File: config.mk
export PLATFORM = sky130hd
export DESIGN_NAME = cpu_sequencer
export DESIGN_NICKNAME = d
export VERILOG_FILES = /design/src/rtl/cpu_ctrl_pkg.sv /design/src/rtl/cpu_ctrl_decode.sv /design/src/rtl/cpu_sequencer.sv
export SDC_FILE = /design/constraint.sdc
export NUM_CORES = 1
export LEC_CHECK = 0
export CORE_UTILIZATION = 43
export CTS_CLUSTER_DIAMETER = 40
export DETAILED_ROUTE_END_ITERATION = 10
export GPL_TIMING_DRIVEN = 0
export MAX_ROUTING_LAYER = met4
export PLACE_DENSITY_LB_ADDON = 0.08
export SETUP_SLACK_MARGIN = 0.05
export SYNTH_ARGS = -nofsm -noshare
export SYNTH_HDL_FRONTEND = slang
export SYNTH_SLANG_ARGS = --single-unit
export TNS_END_PERCENT = 100
File: constraint.sdc
create_clock -name clk -period 1.8 [get_ports clk]
set_input_delay 0.36 -clock clk [delete_from_list [all_inputs] [get_ports clk]]
set_output_delay 0.36 -clock clk [all_outputs]
set_load 0.02 [all_outputs]
File: src/rtl/cpu_ctrl_pkg.sv
// Shared definitions for the microcoded CPU sequencer: control-bit indices,
// opcode encodings, the state enumeration and a per-opcode step-count helper.
package cpu_ctrl_pkg;

  localparam int unsigned CTRL_W = 16;
  localparam int unsigned OP_W   = 8;
  localparam int unsigned ST_W   = 4;

  localparam int unsigned C_PC_TO_MAR  = 0;
  localparam int unsigned C_MEM_TO_MBR = 1;
  localparam int unsigned C_MBR_TO_IR  = 2;
  localparam int unsigned C_PC_INC     = 3;
  localparam int unsigned C_IR_TO_MAR  = 4;
  localparam int unsigned C_MBR_TO_MEM = 5;
  localparam int unsigned C_ACC_TO_MBR = 6;
  localparam int unsigned C_IR_TO_PC   = 7;
  localparam int unsigned C_MBR_TO_BR  = 8;
  localparam int unsigned C_ACC_CLR    = 9;
  localparam int unsigned C_ACC_ADD    = 10;
  localparam int unsigned C_ACC_SUB    = 11;
  localparam int unsigned C_ACC_AND    = 12;
  localparam int unsigned C_ACC_OR     = 13;
  localparam int unsigned C_ACC_NOT    = 14;
  localparam int unsigned C_ACC_LOAD   = 15;

  localparam logic [OP_W-1:0] OP_STORE  = 8'h01;
  localparam logic [OP_W-1:0] OP_LOAD   = 8'h02;
  localparam logic [OP_W-1:0] OP_ADD    = 8'h03;
  localparam logic [OP_W-1:0] OP_SUB    = 8'h04;
  localparam logic [OP_W-1:0] OP_JMPGEZ = 8'h05;
  localparam logic [OP_W-1:0] OP_JMP    = 8'h06;
  localparam logic [OP_W-1:0] OP_HALT   = 8'h07;
  localparam logic [OP_W-1:0] OP_AND    = 8'h08;
  localparam logic [OP_W-1:0] OP_OR     = 8'h09;
  localparam logic [OP_W-1:0] OP_NOT    = 8'h0A;

  // EXEC1..EXEC4 must stay consecutive; the sequencer advances by increment.
  typedef enum logic [ST_W-1:0] {
    ST_IDLE    = 4'd0,
    ST_FETCH1  = 4'd1,
    ST_FETCH2  = 4'd2,
    ST_FETCH3  = 4'd3,
    ST_DECODE  = 4'd4,
    ST_EXEC1   = 4'd5,
    ST_EXEC2   = 4'd6,
    ST_EXEC3   = 4'd7,
    ST_EXEC4   = 4'd8,
    ST_HALTED  = 4'd9
  } state_e;

  // Final execute state of an opcode; the step after it returns to FETCH1.
  function automatic state_e last_exec(input logic [OP_W-1:0] op);
    state_e last;
    case (op)
      OP_LOAD, OP_ADD, OP_SUB, OP_AND, OP_OR: last = ST_EXEC4;
      OP_STORE:                               last = ST_EXEC3;
      default:                                last = ST_EXEC1;
    endcase
    return last;
  endfunction

endpackage

File: src/rtl/cpu_ctrl_decode.sv
// Combinational control-word decoder: maps the current sequencer state and
// latched opcode to the sixteen datapath strobes.
module cpu_ctrl_decode
  import cpu_ctrl_pkg::*;
(
  input  state_e            state,
  input  logic [OP_W-1:0]   op_reg,
  input  logic              acc_neg,
  input  logic              mem_ready,
  output logic [CTRL_W-1:0] ctrl_c
);

  always_comb begin
    ctrl_c = '0;
    case (state)
      ST_FETCH1: ctrl_c[C_PC_TO_MAR] = 1'b1;
      ST_FETCH2: begin
        ctrl_c[C_MEM_TO_MBR] = 1'b1;
        // PC bumps only on the completing read cycle, never during a stall.
        ctrl_c[C_PC_INC]     = mem_ready;
      end
      ST_FETCH3: ctrl_c[C_MBR_TO_IR] = 1'b1;
      ST_EXEC1: begin
        case (op_reg)
          OP_LOAD, OP_ADD, OP_SUB, OP_AND, OP_OR, OP_STORE:
            ctrl_c[C_IR_TO_MAR] = 1'b1;
          OP_JMP:    ctrl_c[C_IR_TO_PC] = 1'b1;
          OP_JMPGEZ: ctrl_c[C_IR_TO_PC] = ~acc_neg;
          OP_NOT:    ctrl_c[C_ACC_NOT]  = 1'b1;
          default:   ctrl_c = '0;
        endcase
      end
      ST_EXEC2: begin
        case (op_reg)
          OP_LOAD, OP_ADD, OP_SUB, OP_AND, OP_OR:
            ctrl_c[C_MEM_TO_MBR] = 1'b1;
          OP_STORE: ctrl_c[C_ACC_TO_MBR] = 1'b1;
          default:  ctrl_c = '0;
        endcase
      end
      ST_EXEC3: begin
        case (op_reg)
          OP_LOAD, OP_ADD, OP_SUB, OP_AND, OP_OR:
            ctrl_c[C_MBR_TO_BR] = 1'b1;
          OP_STORE: ctrl_c[C_MBR_TO_MEM] = 1'b1;
          default:  ctrl_c = '0;
        endcase
      end
      ST_EXEC4: begin
        case (op_reg)
          OP_LOAD: ctrl_c[C_ACC_LOAD] = 1'b1;
          OP_ADD:  ctrl_c[C_ACC_ADD]  = 1'b1;
          OP_SUB:  ctrl_c[C_ACC_SUB]  = 1'b1;
          OP_AND:  ctrl_c[C_ACC_AND]  = 1'b1;
          OP_OR:   ctrl_c[C_ACC_OR]   = 1'b1;
          default: ctrl_c = '0;
        endcase
      end
      default: ctrl_c = '0;
    endcase
  end

endmodule

File: src/rtl/cpu_sequencer.sv
// Fetch/decode/execute control sequencer: state register, opcode latch and
// next-state logic, with memory-ready stalls on read/write steps.
module cpu_sequencer
  import cpu_ctrl_pkg::*;
(
  input  logic              clk,
  input  logic              rst_n,
  input  logic              start,
  input  logic [OP_W-1:0]   ir_opcode,
  input  logic              acc_neg,
  input  logic              mem_ready,
  output logic [CTRL_W-1:0] control_signals,
  output logic              busy,
  output logic              halted
);

  state_e            state_q, state_d;
  logic [OP_W-1:0]   op_reg_q, op_reg_d;
  logic [CTRL_W-1:0] dec_ctrl;
  logic              mem_stall;

  cpu_ctrl_decode u_decode (
    .state     (state_q),
    .op_reg    (op_reg_q),
    .acc_neg   (acc_neg),
    .mem_ready (mem_ready),
    .ctrl_c    (dec_ctrl)
  );

  // Any memory read or write step holds until the memory acknowledges.
  assign mem_stall = (dec_ctrl[C_MEM_TO_MBR] | dec_ctrl[C_MBR_TO_MEM]) & ~mem_ready;

  always_ff @(posedge clk) begin
    if (!rst_n) begin
      state_q  <= ST_IDLE;
      op_reg_q <= '0;
    end else begin
      state_q  <= state_d;
      op_reg_q <= op_reg_d;
    end
  end

  always_comb begin
    state_d  = state_q;
    op_reg_d = op_reg_q;
    case (state_q)
      ST_IDLE:   if (start) state_d = ST_FETCH1;
      ST_FETCH1: state_d = ST_FETCH2;
      ST_FETCH2: if (!mem_stall) state_d = ST_FETCH3;
      ST_FETCH3: state_d = ST_DECODE;
      ST_DECODE: begin
        op_reg_d = ir_opcode;
        state_d  = (ir_opcode == OP_HALT) ? ST_HALTED : ST_EXEC1;
      end
      ST_EXEC1, ST_EXEC2, ST_EXEC3, ST_EXEC4: begin
        if (!mem_stall) begin
          if (state_q == last_exec(op_reg_q)) state_d = ST_FETCH1;
          else                                state_d = state_e'(state_q + ST_W'(1));
        end
      end
      ST_HALTED: state_d = ST_HALTED;
      default:   state_d = ST_IDLE;
    endcase
  end

  // Outputs are forced low for as long as reset is held.
  always_comb begin
    control_signals = '0;
    busy            = 1'b0;
    halted          = 1'b0;
    if (rst_n) begin
      control_signals = dec_ctrl;
      if (state_q == ST_IDLE && start) control_signals[C_ACC_CLR] = 1'b1;
      busy   = (state_q != ST_IDLE) && (state_q != ST_HALTED);
      halted = (state_q == ST_HALTED);
    end
  end

endmodule

# Yosys cells after proc, flatten, opt, wreduce, memory -nomap -nowiden
# Cells that the tools add are included.
[classes]
add_sub_neg = 1
n_eq_ne = 24
mux = 28
bitwise = 4
n_reduce_logical = 8
[op_table]
columns = ["cell", "count"]
rows = [
  ["12-bit one-hot mux with 4 select lines", 1],
  ["8-bit by 3-bit equality test with 1-bit output (second input constant)", 4],
  ["4-bit 2-to-1 mux", 7],
  ["4-bit one-hot mux with 7 select lines", 1],
  ["8-bit by 4-bit equality test with 1-bit output (second input constant)", 3],
  ["4-bit by 3-bit equality test with 1-bit output (second input constant)", 4],
  ["8-bit by 2-bit equality test with 1-bit output (second input constant)", 2],
  ["16-bit 2-to-1 mux", 1],
  ["1-bit 2-to-1 mux", 15],
  ["4-bit by 2-bit equality test with 1-bit output (second input constant)", 2],
  ["4-bit equality test (second input constant)", 2],
  ["8-bit by 1-bit equality test with 1-bit output (second input constant)", 1],
  ["4-bit one-hot mux with 2 select lines", 1],
  ["2-bit inequality test (second input constant)", 3],
  ["6-bit OR reduction", 1],
  ["5-bit OR reduction", 1],
  ["4-bit by 1-bit adder with 4-bit output (second input constant)", 1],
  ["4-bit by 1-bit equality test with 1-bit output (second input constant)", 1],
  ["4-bit equality test", 1],
  ["4-bit logical NOT", 1],
  ["4-bit inequality test (second input constant)", 1],
  ["1-bit one-hot mux with 2 select lines", 2],
  ["4-bit nonzero test", 1],
  ["4-bit OR reduction", 1],
  ["5 further kinds", 7],
]
[word_totals]
regBits = 12

# Logic depth before layout (Yosys ltp)
# Gate-level depths: netlist of run 1.
[logic_depth]
word_depth = 12
ltp_mapped = 9
depth_no_buf = 8

# Cells and area by module
# From an unflattened synthesis of run 1, not the netlist that was laid out.
[hier_totals]
cells_unflattened = 179
area_unflattened_um2 = 1358.8
[by_module_without_submodules]
columns = ["module", "instances", "cells_per_inst", "area_each_um2", "seq_area_each_um2"]
rows = [
  ["cpu_sequencer", 1, 135, 1051.0, 240.2],
  ["cpu_ctrl_decode", 1, 44, 307.8, 0.0],
]

# Least setup slack after synthesis of run 1
# No wires, ideal clock.
[synth_path]
path_type = "register to output"
startpoint = "register state_q[0]"
endpoint = "output port control_signals[11]"
arrival_ps = 1713
setup_slack_ps = -273
path_stages_with_launch = 7
path_cell_list = "dfxtp_1 -> inv_1 -> ha_1 -> clkbuf_1 -> nor2b_1 -> nand4b_1 -> nor3_1"
[synth_between]
elab_chain_cells = 3
[synth_lines]
columns = ["item", "line", "source"]
rows = [
  ["start, declared", "cpu_sequencer.sv:17", "state_e state_q, state_d;"],
  ["start signal, assigned", "cpu_sequencer.sv:38", "state_q <= state_d;"],
  ["4-bit equality test / 4-bit by 3-bit equality test with 1-bit output (equally long branches)", "cpu_ctrl_decode.sv:15", "case (state)"],
  ["12-bit one-hot mux with 4 select lines *", "cpu_ctrl_decode.sv:15", ""],
  ["16-bit 2-to-1 mux *", "cpu_sequencer.sv:71", "if (rst_n) begin"],
  ["end, declared", "cpu_sequencer.sv:12", "output logic [CTRL_W-1:0] control_signals,"],
]
# Every way passes the cells marked *; elsewhere a longest branch is shown, timed or not.

# Final worst setup path of run 1
[layout_path]
startpoint = "register op_reg_q[5]"
endpoint = "output port control_signals[1]"
[layout_between]
elab_chain_cells = 5
[layout_lines]
columns = ["item", "line", "source"]
rows = [
  ["start, declared", "cpu_sequencer.sv:18", "logic [OP_W-1:0] op_reg_q, op_reg_d;"],
  ["start signal, assigned", "cpu_sequencer.sv:39", "op_reg_q <= op_reg_d;"],
  ["8-bit by 2-bit equality test with 1-bit output (tied with other cells)", "cpu_ctrl_decode.sv:34", "case (op_reg)"],
  ["5-bit OR reduction *", "cpu_ctrl_decode.sv:34", ""],
  ["1-bit 2-to-1 mux *", "cpu_ctrl_decode.sv:34", ""],
  ["1-bit one-hot mux with 2 select lines *", "cpu_ctrl_decode.sv:15", ""],
  ["16-bit 2-to-1 mux *", "cpu_sequencer.sv:71", ""],
]
# Marked as above.

==> results of run 1 <==
-- placed cells by master, fill, tap and decap left out, types with 3 or more instances in the layout --
| cell | n |
|---|---|
| nand4_1 | 4 |
| clkdlybuf4s50_1 | 11 |
| a21oi_1 | 4 |
| o21ai_0 | 8 |
| and3_4 | 3 |
| clkbuf_4 | 3 |
| nand2_1 | 18 |
| nand2b_1 | 4 |
| and3_1 | 3 |
| dfxtp_2 | 6 |
| nand3_1 | 12 |
| buf_2 | 3 |
| a21boi_0 | 8 |
| nor2_4 | 5 |
| a31oi_1 | 4 |
| buf_6 | 22 |
| nand4b_1 | 3 |
| dfxtp_4 | 3 |
| nor2_1 | 8 |
| ha_4 | 4 |
| clkbuf_8 | 3 |
| dfxtp_1 | 3 |
| buf_4 | 37 |
-- stage by stage --
step / util, % / hold slack (ns) / worst slack [ns]
2_1_floorplan: - / 0.4754 / -0.08416
3_3_place_gp: 61.57 / 0.4863 / -0.8750
3_5_place_dp: 61.57 / 0.4961 / -0.9395
4_1_cts: 81.11 / 0.5096 / -0.2500
5_1_grt: 89.80 / 0.5459 / -0.3484
6_report: 89.80 / 0.5231 / -0.3223
-- power groups by stage --
stage	clock (mW)	combinational [mW]	sequential, mW
6_report	0.243	1.49	0.358
5_1_grt	0.250	1.54	0.360
4_1_cts	0.228	1.21	0.344
3_5_place_dp	0	0.758	0.356
3_3_place_gp	0	0.739	0.353
2_1_floorplan	0	0.535	0.346
-- state kept, by name, summed over array words and instances, names as in the netlist --
signal    count
op_reg_q      8
state_q       4
-- critical path, cell delays in order, from the launching register on --
cell and delay (ns):
dfxtp_2 0.35, nor4_4 0.35, buf_6 0.19, o311ai_4 0.14
a211oi_2 0.25, buf_4 0.19
-- synth_stat cells, types with 2 or more instances --
cell      count  area share, %
nand3b_1      2            1.3
a21boi_0      8            5.3
a31oi_1       4            2.2
nand3_1      13            5.8
buf_2         4            1.8
inv_1         3            1.0
a21oi_1       6            2.7
a22o_1        2            1.6
nand2b_1      4            2.2
and3_1        5            2.8
a211oi_1      2            1.3
nand4b_1      3            2.3
mux2i_1       2            1.8
nor2_1       13            4.3
dfxtp_1      12             21
o21ai_0      10            4.4
nand4_1       4            2.2
clkbuf_1      9            3.0
ha_1          4            4.4
nor2b_1       4            2.2
nor3_1        3            1.3
nor3b_1       2            1.3
nand2_1      20            6.7
-- cell type report --
type / count / area [sq um]
clock buffer: 4 / 36.28
fill: 110 / 252.7
multi-input combinational: 130 / 1099
buffer: 10 / 138.9
tap: 30 / 37.54
inverter: 3 / 16.27
timing repair buffer: 71 / 638.1
sequential: 12 / 259.0
-- kinds of logic after synthesis --
kind of cell | synth area share [%]
flops | 21.31
mux | 1.776
buf+inv | 6.437
fa+ha+maj | 4.440
compound gates | 23.97
simple gates | 40.51
xor+xnor | 1.554
-- worst paths after layout --
kind                             startpoint                 end  slack (ns)  cells past startpoint
worst min-delay path            op_reg_q[6]         op_reg_q[6]        0.52                      2
worst min register to register  op_reg_q[6]         op_reg_q[6]        0.52                      2
worst max register to register  op_reg_q[5]          state_q[3]       -0.09                      8
worst max-delay path            op_reg_q[5]  control_signals[1]       -0.32                      5
-- timing repair --
item,in CTS,in global routing
pin swaps,15,23
setup buffers,27,15
endpoints found under the setup margin,22,20
cloned,0,1
resized for setup,156,39
-- layer usage --
layer	global-route usage, %	part of all wire (%)	vias up
met5	-	0	-
met4	20.61	5.4	0
met3	4.598	10	33
met2	58.13	47	158
met1	42.15	38	808
li1	-	-	720
==> results.yml, run 1 <==
outcome:
  status: "finished, violations left"
  violations: "setup timing"
power_and_ir_drop:
  powerDensity_nw_per_um2: 940.5
  power.share.combinational_pct: 71.3
  intPower_mw: 1.163
  p_sw_uw: 928.8
  p_total_mw: 2.092
  p_seq_share_pct: 17.1
  switching_share_pct: 44.39
  p_leak_nw: 0.8437
  ir_worst_vdd_v: 0.001466
  p_clk_share_pct: 11.6
floorplanning:
  dieWidth_um: 53.20
  io_pins: 31
  initial_core_util_pct: 45.51
  core-area_sq_um: 2477
  rows: 18
  die_y_um: 53.20
  dieArea_sq_um: 2830
synth:
  yosysSeqAreaShare_pct: 21.31
  syn_inst: 159
  avgSynthCellArea_sq_um: 7.090
  syn_area_sq_um: 1127
  yosys_warnings: 0
  ys_types: 43
  synth_fp_nets: 176
  synth_edf_count: 0
  synthFlopType: "dfxtp_1"
  synthArstFlopShare_pct: 0
  synth_seq_cells: 12
clock_network:
  holdBufCountCts: 0
  tritoncts: "yes"
  clk_latency_ns: 0.30
  cts_made_buffers: 3
  root_buffer: "clkbuf_4"
  htree_levels: 1
  clockBufferDepth: 2
  clkTransAtPathRegs_ns: 0.09
  clock-sinks: 12
route:
  drt-wirelength-per-cell_um: 21.44
  drt-total-wl_mm: 5.574
  via_count: 1719
  vias_per_cell: 6.612
  drc: 0
  firstDrtPassIters: 5
  first_iter_violations: 98
  antenna_left: 0
place:
  port_buffers: 30
  dp_hpwl_mm: 2.455
  dp.cells: 219
  place.gp.congestion: 0.8933
  dpl_cell_area_sq_um: 1525
layout:
  instances_no_fill: 260
  drive_gt1_share_pct: 54.78
  stdcell_area_sq_um: 2225
  finalNetCount: 248
  area_growth_pct: 97.34
  diodes: 0
sta:
  hold_viol: 0
  setup_viol: 17
  fin_worst_skew_ns: 0.005505
  drv_slew: 0
  rsz0062_at_grt: "yes"
  tns_ns: -3.309
  min_period_ns: 2.122
  worst_pin_slew_ns: 0.4053
  max-slew-margin-rel_pct: 72.92
  fin_crit_sh_pct: 117.9
  fmax_mhz: 471.2
  fin_ws_ns: -0.3223
grt:
  antenna_found_initial: 0
  grt_overflow: 0
  grt_pass1_wl_mm: 7.107
  grt_pass1_vias: 1439
  track_usage_pct: 35.87
  grt_max_degree: 11
critical_path:
  critical_path.max_fanout: 4
  worstSetupPathType: "reg2out"
  required_ns: 1.44
  startpoint_type: "register"
  crit_arrival_ns: 1.76
  worstSetupEndpointType: "primary output"
job:
  cap_violations: 0
worst_hold_path:
  hold_path_class: "reg2reg"
(Power assumes the default switching activity.)
==> run 2, diff against run 1 <==
--- a/config.mk
+++ b/config.mk
@@ -10,7 +10,7 @@
 export DETAILED_ROUTE_END_ITERATION = 10
 export GPL_TIMING_DRIVEN = 0
 export MAX_ROUTING_LAYER = met4
-export PLACE_DENSITY_LB_ADDON = 0.08
+export PLACE_DENSITY = 0.76
 export SETUP_SLACK_MARGIN = 0.05
 export SYNTH_ARGS = -nofsm -noshare
 export SYNTH_HDL_FRONTEND = slang
==> run 2 against run 1 <==
The flow still finishes with violations (setup timing). Power shrank 7.2%. Clock skew is 0.0034 ns lower. Fmax up 3.6%. Register-to-register slack better by 0.03 ns. Design area is 12% lower. Non-clock buffer count down 16. Sequential share of layout area increased by 1.3 points. Via count is 13% lower. First-iteration DRC count down 30%. Flip-flop and latch count is the same. Die area did not move. Critical path depth unchanged. Critical path type unchanged. Highest routed layer unchanged.
==> results.yml, run 2 (synthesized netlist as in run 1, its figures left out) <==
clock_network:
  tritoncts: "yes"
  htree_levels: 1
  clkTransAtPathRegs_ns: 0.08
  clock-sinks: 12
  root_buffer: "clkbuf_4"
  clk_latency_ns: 0.27
  clockBufferDepth: 2
  cts_made_buffers: 3
critical_path:
  crit_arrival_ns: 1.69
  worstSetupPathType: "reg2out"
  rr_worst_depth: 7
  regToRegStartpoint: "state_q[0]"
  required_ns: 1.44
  critical_path.max_fanout: 5
  startpoint_type: "register"
  crit-reg2reg-capture: "state_q[0]"
  r2r_slack_ns: -0.06
  worstSetupEndpointType: "primary output"
sta:
  tns_ns: -2.223
  min_period_ns: 2.049
  fmax_mhz: 488.0
  fin_worst_skew_ns: 0.002144
  fin_crit_sh_pct: 113.8
  drv_slew: 0
  max-slew-margin-rel_pct: 76.61
  rsz0062_at_grt: "yes"
  fin_ws_ns: -0.2492
  setup_viol: 16
  hold_viol: 0
  worst_pin_slew_ns: 0.3501
layout:
  fill_cells: 160
  mostFrequentLayoutCells: "32 x buf_4, 19 x nand2_1, 13 x buf_6"
  stdcell_area_sq_um: 1964
  drive_gt1_share_pct: 46.26
  finalNetCount: 232
  utilization_pct: 79.29
  diodes: 0
  final_common_cell: "buf_4"
  top_register: "op_reg_q"
  largest_register_ff_count: 8
  top_regs: "op_reg_q: 8 flops, state_q: 4 flops"
  area_growth_pct: 74.25
grt:
  grtUsageMet3_pct: 4.310
  antenna_found_initial: 0
  grt_busiest_layer: "met2"
  grt_max_degree: 11
  track_usage_pct: 31.57
  grt_pass1_vias: 1363
  grt_overflow: 0
  gr-usage-met1_pct: 37.09
  grt_pass1_wl_mm: 6.306
  grtUsageMet2_pct: 51.67
power_and_ir_drop:
  ir_worst_vdd_v: 0.0009150
  p_leak_nw: 0.7305
  powerDensity_nw_per_um2: 988.0
route:
  drt-wirelength-per-cell_um: 16.66
  first_iter_violations: 69
  drt-total-wl_mm: 4.065
  drc: 0
  firstDrtPassIters: 4
  antenna_left: 0
  via_count: 1491
  vias_per_cell: 6.111
outcome:
  violations: "setup timing"
  status: "finished, violations left"
floorplanning:
  core-area_sq_um: 2477
  dieArea_sq_um: 2830
  rows: 18
  io_pins: 31
  dieWidth_um: 53.20
  initial_core_util_pct: 45.51
  die_y_um: 53.20
job:
  cap_violations: 0
place:
  place.gp.congestion: 0.8976
  port_buffers: 30
  dpl_cell_area_sq_um: 1525
  dp_hpwl_mm: 2.464
worst_hold_path:
  whs_path_depth: 2
  hold_start: "op_reg_q[7]"
  worstHoldEndpoint: "op_reg_q[7]"
  hold_path_class: "reg2reg"
[run 2: metal layers]
| metal | wire, um | part of all wire, % |
|---|---|---|
| met4 | 72 | 1.8 |
| met1 | 1698 | 42 |
| met2 | 2037 | 50 |
| met3 | 256 | 6.3 |
| met5 | 0 | 0 |
[run 2: stage by stage]
stage          power (mW)  std cells  worst slack [ns]  hold WS (ns)
6_report            1.941        244           -0.2492        0.4914
5_1_grt             2.036        244           -0.3051        0.5197
4_1_cts             1.801        242           -0.2275        0.4929
3_5_place_dp        1.111        219           -0.8130        0.4976
3_3_place_gp        1.098        219           -0.8498        0.4868
2_1_floorplan      0.8811        159          -0.08416        0.4754
[run 2: worst max-delay path, stage by stage, from the launching register on]
cell      delay (ns)
dfxtp_2         0.34
nor4_4          0.32
buf_4           0.22
o311ai_4        0.13
a211oi_2        0.23
buf_4           0.18
[run 2: power breakdown]
part	internal [mW]	leakage (nW)	switching (mW)	total, mW
clock	0.123	0.0210	0.0927	0.216
sequential	0.311	0.100	0.0382	0.349
combinational	0.683	0.609	0.693	1.38
[run 2: worst max-delay path by stage]
stage / endpoint / slack (ns) / startpoint
after CTS: control_signals[6] / -0.23 / op_reg_q[7]
after global routing: control_signals[12] / -0.31 / op_reg_q[7]
after floorplan: control_signals[1] / -0.08 / op_reg_q[4]
final: control_signals[1] / -0.25 / op_reg_q[7]
after global placement: control_signals[14] / -0.85 / rst_n
after detailed placement: control_signals[14] / -0.81 / rst_n
[run 2: cell type report]
type                            count  area [sq um]  area share [%]
Buffer                             10         111.4           5.669
Clock buffer                        4         36.28           1.847
Inverter                            3         18.77          0.9554
Multi-Input combinational cell    130          1026           52.23
Sequential cell                    12         254.0           12.93
Tap cell                           30         37.54           1.911
Timing Repair Buffer               55         480.5           24.46
[run 2: timing repair]
item	in CTS	in global routing
setup buffers	22	3
pin swaps	11	5
hold buffers	0	0
resized for setup	143	19
setup endpoints to repair	22	21
gates cloned	0	0
==> run 3, diff against run 2 <==
--- a/config.mk
+++ b/config.mk
@@ -12,6 +12,7 @@
 export MAX_ROUTING_LAYER = met4
 export PLACE_DENSITY = 0.76
 export SETUP_SLACK_MARGIN = 0.05
+export SKIP_LAST_GASP = 1
 export SYNTH_ARGS = -nofsm -noshare
 export SYNTH_HDL_FRONTEND = slang
 export SYNTH_SLANG_ARGS = --single-unit
==> run 3 against run 2 <==
The flow still finishes with violations (setup timing). Critical path depth increased by 1. Design area decreased by 1.8%. Flip-flop and latch count unchanged. Clock skew increased by 0.0010 ns. Die area unchanged. Core utilization decreased by 1.4 points. Largest cell class unchanged. Setup slack improved by 0.0017 ns. Power decreased by 0.73%. Non-clock buffer count unchanged. Sequential share of layout area increased by 0.23 points.
==> results.yml, run 3 (synthesized netlist as in run 1, its figures left out) <==
grt:
  track_usage_pct: 31.67
  grt_pass1_wl_mm: 6.354
  grt_pass1_vias: 1382
  grt_overflow: 0
  grt_max_degree: 11
  antenna_found_initial: 0
sta:
  setup_viol: 15
  fmax_mhz: 488.4
  min_period_ns: 2.048
  fin_crit_sh_pct: 113.8
  fin_ws_ns: -0.2476
  worst_pin_slew_ns: 0.3518
  fin_worst_skew_ns: 0.003173
  max-slew-margin-rel_pct: 76.50
  drv_slew: 0
  tns_ns: -2.341
  rsz0062_at_grt: "yes"
  hold_ws_ns: 0.4920
  hold_viol: 0
route:
  firstDrtPassIters: 4
  antenna_left: 0
  vias_per_cell: 6.107
  first_iter_violations: 56
  drt-wirelength-per-cell_um: 17.05
  via_count: 1490
  drc: 0
  drt-total-wl_mm: 4.159
power_and_ir_drop:
  ir_worst_vdd_v: 0.0009983
  powerDensity_nw_per_um2: 998.6
  p_total_mw: 1.927
  p_leak_nw: 0.7156
layout:
  final_common_cell: "buf_4"
  mostFrequentLayoutCells: "28 x buf_4, 19 x nand2_1, 13 x nand3_1"
  top_regs: "op_reg_q: 8 flops, state_q: 4 flops"
  largest_register_ff_count: 8
  fill_cells: 167
  multi_input_area_sq_um: 1010
  drive_gt1_share_pct: 44.39
  area_growth_pct: 71.14
  utilization_pct: 77.88
  finalNetCount: 232
  seq_area_sq_um: 254.0
  top_register: "op_reg_q"
  diodes: 0
floorplanning:
  io_pins: 31
  rows: 18
  dieArea_sq_um: 2830
  initial_core_util_pct: 45.51
  core-area_sq_um: 2477
  die_y_um: 53.20
  dieWidth_um: 53.20
clock_network:
  cts_made_buffers: 3
  clkTransAtPathRegs_ns: 0.08
  root_buffer: "clkbuf_4"
  clock-sinks: 12
  tritoncts: "yes"
  htree_levels: 1
  clk_latency_ns: 0.27
  clockBufferDepth: 2
critical_path:
  r2r_slack_ns: -0.17
  worstSetupEndpointType: "primary output"
  required_ns: 1.44
  startpoint_type: "register"
  critical_path.max_fanout: 3
  crit_arrival_ns: 1.69
  worstSetupPathType: "reg2out"
place:
  place_ws_ns: -0.8130
  dp_hpwl_mm: 2.464
  port_buffers: 30
  place.gp.congestion: 0.8976
job:
  cap_violations: 0
outcome:
  status: "finished, violations left"
  violations: "setup timing"
worst_hold_path:
  hold_path_class: "reg2reg"
-- run 3: what timing repair did --
item                                    in CTS  in global routing
buffers inserted                            22                  3
hold buffers                                 0                  0
resized for setup                          136                 14
endpoints found under the setup margin      22                 21
pin swaps                                   11                  6
-- run 3: power breakdown --
part	switching, mW	total, mW	internal [mW]
Clock	0.0942	0.217	0.123
Sequential	0.0382	0.349	0.311
Combinational	0.685	1.36	0.675
Total	0.818	1.93	1.11
-- run 3: final cells by class --
| class | instances | area share [%] |
|---|---|---|
| sequential | 12 | 13.16 |
| buffer | 10 | 5.772 |
| clock buffer | 4 | 1.881 |
| multi-input combinational | 130 | 52.33 |
| inverter | 3 | 0.8431 |
| timing repair buffer | 55 | 24.06 |
| tap | 30 | 1.946 |
-- run 3: path summary, 6_finish.rpt --
check / from / to / depth (start not counted)
max: op_reg_q[7] / control_signals[11] / 6
min: op_reg_q[7] / op_reg_q[7] / 2
max reg2reg: op_reg_q[7] / state_q[1] / 8
min reg2reg: op_reg_q[7] / op_reg_q[7] / 2
-- run 3: metrics by stage --
stage,std cells,instance area [sq um]
after floorplan,159,1187
after global placement,219,1525
after detailed placement,219,1525
after CTS,242,1884
after global routing,244,1929
final,244,1929
-- run 3: routing by layer --
metal | part of all wire (%) | vias up | wire length (um) | GRT usage, %
met3 | 5.5 | 19 | 227 | 4.310
met5 | 0 | - | 0 | -
li1 | - | 682 | - | -
met4 | 3.8 | 0 | 158 | 16.23
met2 | 50 | 77 | 2059 | 51.67
met1 | 41 | 712 | 1714 | 37.54
-- run 3: critical path, stage by stage, from the launching register on --
cell and delay, ns:
dfxtp_2 0.34, nor4_4 0.32, and2_2 0.20, nand4b_1 0.13
buf_6 0.17, nor3_4 0.11, buf_6 0.14
